`config.mk`:
```
export PLATFORM = sky130hd
export DESIGN_NAME = rf_wb_arbiter
export DESIGN_NICKNAME = d
export VERILOG_FILES = /design/src/rtl/rf_wb_arbiter.sv
export SDC_FILE = /design/constraint.sdc
export NUM_CORES = 1
export LEC_CHECK = 0
export CORE_UTILIZATION = 51
export CTS_CLUSTER_DIAMETER = 80
export DETAILED_ROUTE_END_ITERATION = 10
export HOLD_SLACK_MARGIN = 0.1
export PLACE_DENSITY = 0.95
export SYNTH_ARGS = -nofsm -noshare
export SYNTH_HDL_FRONTEND = slang
export SYNTH_SLANG_ARGS = --single-unit
export TNS_END_PERCENT = 1
```
`constraint.sdc`:
```
create_clock -name clk -period 8.5 [get_ports clk]
set_input_delay 2.55 -clock clk [delete_from_list [all_inputs] [get_ports clk]]
set_output_delay 2.55 -clock clk [all_outputs]
set_load 0.02 [all_outputs]
```
`src/rtl/rf_wb_arbiter.sv`:
```
`default_nettype none
// ============================================================================
// Module   : rf_wb_arbiter
// Purpose  : Owns the single write port (we3/wa3/wd3) of the register file.
//            Two writeback requesters compete for it. req0 is the ALU path and
//            req1 is the load path. Contended cycles are resolved round-robin.
//            A pending-write scoreboard lets issue/decode stall on registers
//            whose writes are still outstanding.
// Ports    : clk, reset (async, active-low)
//            req0_*/req1_* : valid/addr/data in, ready out (grant this cycle)
//            rsv_valid/rsv_addr : destination reservation from issue
//            qa1/qa2 -> busy1/busy2 : scoreboard queries (no bypass)
//            we3/wa3/wd3   : registered regfile write port
//            sb_err        : sticky scoreboard protocol error
// Revision : 1.0 - initial release
// ============================================================================
module rf_wb_arbiter #(
    parameter int DATA_W = 32,
    parameter int ADDR_W = 5
) (
    input  logic              clk,
    input  logic              reset,
    input  logic              req0_valid,
    input  logic [ADDR_W-1:0] req0_addr,
    input  logic [DATA_W-1:0] req0_data,
    output logic              req0_ready,
    input  logic              req1_valid,
    input  logic [ADDR_W-1:0] req1_addr,
    input  logic [DATA_W-1:0] req1_data,
    output logic              req1_ready,
    input  logic              rsv_valid,
    input  logic [ADDR_W-1:0] rsv_addr,
    input  logic [ADDR_W-1:0] qa1,
    input  logic [ADDR_W-1:0] qa2,
    output logic              busy1,
    output logic              busy2,
    output logic              we3,
    output logic [ADDR_W-1:0] wa3,
    output logic [DATA_W-1:0] wd3,
    output logic              sb_err
);

    localparam int              NREG  = 2 ** ADDR_W;
    localparam logic [NREG-1:0] C_ONE = {{(NREG-1){1'b0}}, 1'b1};

    // 1 means req1 won the most recent contended grant, so req0 wins the next tie.
    logic              r_last_grant;
    logic              w_gnt0;
    logic              w_gnt1;
    logic [ADDR_W-1:0] w_sel_addr;
    logic [DATA_W-1:0] w_sel_data;
    logic              w_wr_en;

    logic              r_we3;
    logic [ADDR_W-1:0] r_wa3;
    logic [DATA_W-1:0] r_wd3;

    logic [NREG-1:0]   r_pending;
    logic [NREG-1:0]   w_set_mask;
    logic [NREG-1:0]   w_clr_mask;
    logic              w_err_dup;
    logic              w_err_unrsv;
    logic              r_sb_err;

    // ------------------------------------------------------------------
    // Arbitration: a lone requester always wins; on a tie the side that
    // did not win the last tie is granted.
    // ------------------------------------------------------------------
    always_comb begin
        w_gnt0 = req0_valid & (~req1_valid | r_last_grant);
        w_gnt1 = req1_valid & ~w_gnt0;
    end

    assign req0_ready = w_gnt0;
    assign req1_ready = w_gnt1;

    assign w_sel_addr = w_gnt0 ? req0_addr : req1_addr;
    assign w_sel_data = w_gnt0 ? req0_data : req1_data;

    // A write to register 0 is consumed but never reaches the regfile.
    assign w_wr_en = (w_gnt0 | w_gnt1) & (w_sel_addr != '0);

    always_ff @(posedge clk or negedge reset) begin
        if (!reset) begin
            r_last_grant <= 1'b1;
        end else if (req0_valid && req1_valid) begin
            r_last_grant <= w_gnt1;
        end
    end

    // ------------------------------------------------------------------
    // Output stage: one-cycle latency. wa3/wd3 only move when a real
    // write is issued so they hold across idle and register-0 cycles.
    // ------------------------------------------------------------------
    always_ff @(posedge clk or negedge reset) begin
        if (!reset) begin
            r_we3 <= 1'b0;
            r_wa3 <= '0;
            r_wd3 <= '0;
        end else begin
            r_we3 <= w_wr_en;
            if (w_wr_en) begin
                r_wa3 <= w_sel_addr;
                r_wd3 <= w_sel_data;
            end
        end
    end

    assign we3 = r_we3;
    assign wa3 = r_wa3;
    assign wd3 = r_wd3;

    // ------------------------------------------------------------------
    // Scoreboard. Set mask excludes register 0, so pending[0] never rises.
    // Set is applied after clear, so a re-reservation in the write cycle
    // leaves the bit set.
    // ------------------------------------------------------------------
    assign w_set_mask = (rsv_valid && (rsv_addr != '0)) ? (C_ONE << rsv_addr) : '0;
    assign w_clr_mask = r_we3 ? (C_ONE << r_wa3) : '0;

    assign w_err_dup   = rsv_valid & (rsv_addr != '0) & r_pending[rsv_addr]
                         & ~w_clr_mask[rsv_addr];
    assign w_err_unrsv = r_we3 & (r_wa3 != '0) & ~r_pending[r_wa3];

    always_ff @(posedge clk or negedge reset) begin
        if (!reset) begin
            r_pending <= '0;
            r_sb_err  <= 1'b0;
        end else begin
            r_pending <= (r_pending & ~w_clr_mask) | w_set_mask;
            if (w_err_dup || w_err_unrsv) begin
                r_sb_err <= 1'b1;
            end
        end
    end

    // No bypass: a register written this cycle still reads busy until the edge.
    assign busy1  = r_pending[qa1];
    assign busy2  = r_pending[qa2];
    assign sb_err = r_sb_err;

endmodule
`default_nettype wire

```
==> impl_metrics.env <==
export IMPL_status="finished clean"
export IMPL_drtIter0Drc=390
export IMPL_peakVddDrop_uv=151
export IMPL_final_common_cell="clkdlybuf4s50_1"
export IMPL_syn_nets=445
export IMPL_maxCapViolCount=0
export IMPL_period_minus_slack_ps=7740
export IMPL_start_kind="input port"
export IMPL_layout_drive_gt1_share=0.269
export IMPL_cts_buffers=9
export IMPL_worstSetupEndpointType="primary output"
export IMPL_htreeDepth=3
export IMPL_dpl_cell_count=568
export IMPL_finalWeightedCongestion=1.05
export IMPL_die_h_um=94.5
export IMPL_power_density_nw_per_um2=257
export IMPL_holdCritStartpoint="wd3[10]"
export IMPL_port_buffers=136
export IMPL_vias=3769
export IMPL_cpPeakStageDelay_ps=790
export IMPL_io_pins=137
export IMPL_avgSynthCellArea_sq_um=12.4
export IMPL_viasPerCell=6.45
export IMPL_synth_ff_type="dfrtp_1"
export IMPL_required_ps=5950
export IMPL_worst_path_max_delay_cell="clkdlybuf4s50_1"
export IMPL_die_area_sq_um=8920
export IMPL_synth_distinct_cells=39
export IMPL_finalNetCount=568
export IMPL_drc=0
export IMPL_grt_pass1_wl_um=20900
export IMPL_wl_per_cell_um=22.4
export IMPL_r2r_end="wd3[4]"
export IMPL_area_growth_pct=37.2
export IMPL_rr_worst_depth=5
export IMPL_ant_nets=0
export IMPL_fill_cells=549
export IMPL_hold_violations=0
export IMPL_layout_cells_non_filler=584
export IMPL_ys_ff_latch=72
export IMPL_yosysSeqAreaShare=0.413
export IMPL_multiInputGateArea_sq_um=2430
export IMPL_crit_type="in -> out"
export IMPL_leakagePower_nw=2.24
export IMPL_synth_cells=351
export IMPL_whs_path_depth=1
export IMPL_rows=33
export IMPL_synth_area_sq_um=4360
export IMPL_holdBufCountCts=0
export IMPL_rsz0062_at_grt="no"
export IMPL_critPathMaxFanout=8
export IMPL_cts_resized=0
export IMPL_r2r_start="r_last_grant"
export IMPL_wl_um=13100
export IMPL_crit_family="multiplexers"
export IMPL_async_reset_ff_frac=1.00
export IMPL_hpwl_um=9660
export IMPL_postCtsSetupRepairBufs=0
export IMPL_track_usage=0.318
export IMPL_fmax_mhz=129
export IMPL_regArea_sq_um=1800
export IMPL_slew_headroom=0.267
export IMPL_start_util=0.528
export IMPL_finClkSkew_ps=10.1
export IMPL_root_buffer="clkbuf_8"
export IMPL_n_antenna_cell=0
export IMPL_regToRegSetupSlack_ps=5880
export IMPL_design_core_area_sq_um=8260
export IMPL_clock_latency_ps=350
export IMPL_tns_ps=0
export IMPL_synth_edff_count=0
export IMPL_final_cell_mix="135 x clkdlybuf4s50_1, 72 x mux2_2, 71 x dfrtp_1"
export IMPL_critical_path_buf_inv_count=2
export IMPL_overflow=0
export IMPL_hold_path_end="wd3[10]"
export IMPL_crit_arrival_ps=5190
export IMPL_drt_first_pass_iters=5
export IMPL_tritoncts="built"
export IMPL_slew_violations=0
export IMPL_clock_sinks=72
export IMPL_finalSetupViolCount=0
export IMPL_cts_buffer_depth=2
export IMPL_die_w_um=94.5
export IMPL_antenna_found_initial=0
export IMPL_grt_pass1_vias=4078
export IMPL_crit_chain="clkdlybuf4s50_1, mux4_2, mux4_2, mux2_2, clkdlybuf4s50_1"
export IMPL_yosysWarnings=0
export IMPL_clkTransAtPathRegs_ps=70
export IMPL_min_path_type="reg -> reg"
export IMPL_worst_pin_slew_ps=1100
export IMPL_fin_crit_sh=0.911
export IMPL_grt_max_degree=73
## cell usage after synthesis (2+ instances only)
cell	instances	area [sq um]
nand2_1	12	45.0
xnor2_1	5	43.8
o21ai_0	63	315
mux2_1	2	22.5
mux4_2	33	743
mux2_2	72	811
inv_1	5	18.8
nor4_1	2	12.5
a21oi_1	2	10.0
buf_6	2	22.5
nand3b_1	3	22.5
mux2i_1	8	80.1
nor2b_1	5	31.3
nor2_1	4	15.0
dfrtp_1	71	1780
buf_2	6	30.0
nand2b_1	5	31.3
nand4_1	4	25.0
nand3_1	10	50.1
buf_4	4	30.0
nor3b_1	3	22.5
clkbuf_1	13	48.8
## power breakdown
| part | internal (mW) | total (mW) | switching (mW) | leakage [nW] |
|---|---|---|---|---|
| Clock | 0.168 | 0.308 | 0.140 | 0.110 |
| Sequential | 0.454 | 0.638 | 0.183 | 0.832 |
| Combinational | 0.354 | 0.588 | 0.234 | 1.30 |
## how the worst max path moves through the flow
stage / slack (ps) / startpoint / cells past startpoint / to
after floorplan: 1950 / qa1[0] / 4 / busy1
after global placement: 790 / qa1[0] / 5 / busy1
after detailed placement: 730 / qa2[0] / 5 / busy2
after CTS: 730 / qa2[0] / 5 / busy2
after global routing: 610 / qa1[0] / 5 / busy1
final: 760 / qa1[0] / 5 / busy1
## stage by stage
stage	utilization	hold WS (ps)	total power, mW	cell area, sq um	worst slack (ps)
global placement	0.697	479	1.18	5750	789
global route	0.724	519	1.61	5980	607
finish	0.724	508	1.53	5980	757
floorplan	-	471	0.947	4360	1950
CTS	0.724	510	1.52	5980	725
detailed placement	0.697	493	1.21	5750	730
## registers in the layout, summed over array words and instances (netlist names)
name and flops:
wd3 32, sb_err 1, r_pending 32, r_last_grant 1, wa3 5, we3 1
## logic make-up (layout without fill, tap and decap cells)
logic type | count (synthesis) | count (layout) | synth area share
AND/OR/NAND/NOR | 51 | 51 | 0.0634
XOR/XNOR | 5 | 5 | 0.0100
multiplexers | 115 | 115 | 0.380
AO/OA/AOI/OAI | 77 | 77 | 0.0979
flip-flops | 72 | 72 | 0.413
buffers and inverters | 31 | 159 | 0.0353
## area by class of cell
type,count,area share
clock inverter,7,0.0172
inverter,5,0.00314
timing repair buffer,138,0.229
clock buffer,9,0.0207
tap,105,0.0220
sequential,72,0.301
multi-input combinational,248,0.406
## routing by layer
| metal | vias up | track usage | share of wire |
|---|---|---|---|
| met3 | 58 | 0.0982 | 0.11 |
| met4 | 0 | 0.150 | 0.045 |
| li1 | 1584 | - | - |
| met2 | 307 | 0.543 | 0.51 |
| met5 | - | 0 | 0 |
| met1 | 1820 | 0.363 | 0.33 |
No activity file was read; power rests on OpenSTA's default activity.
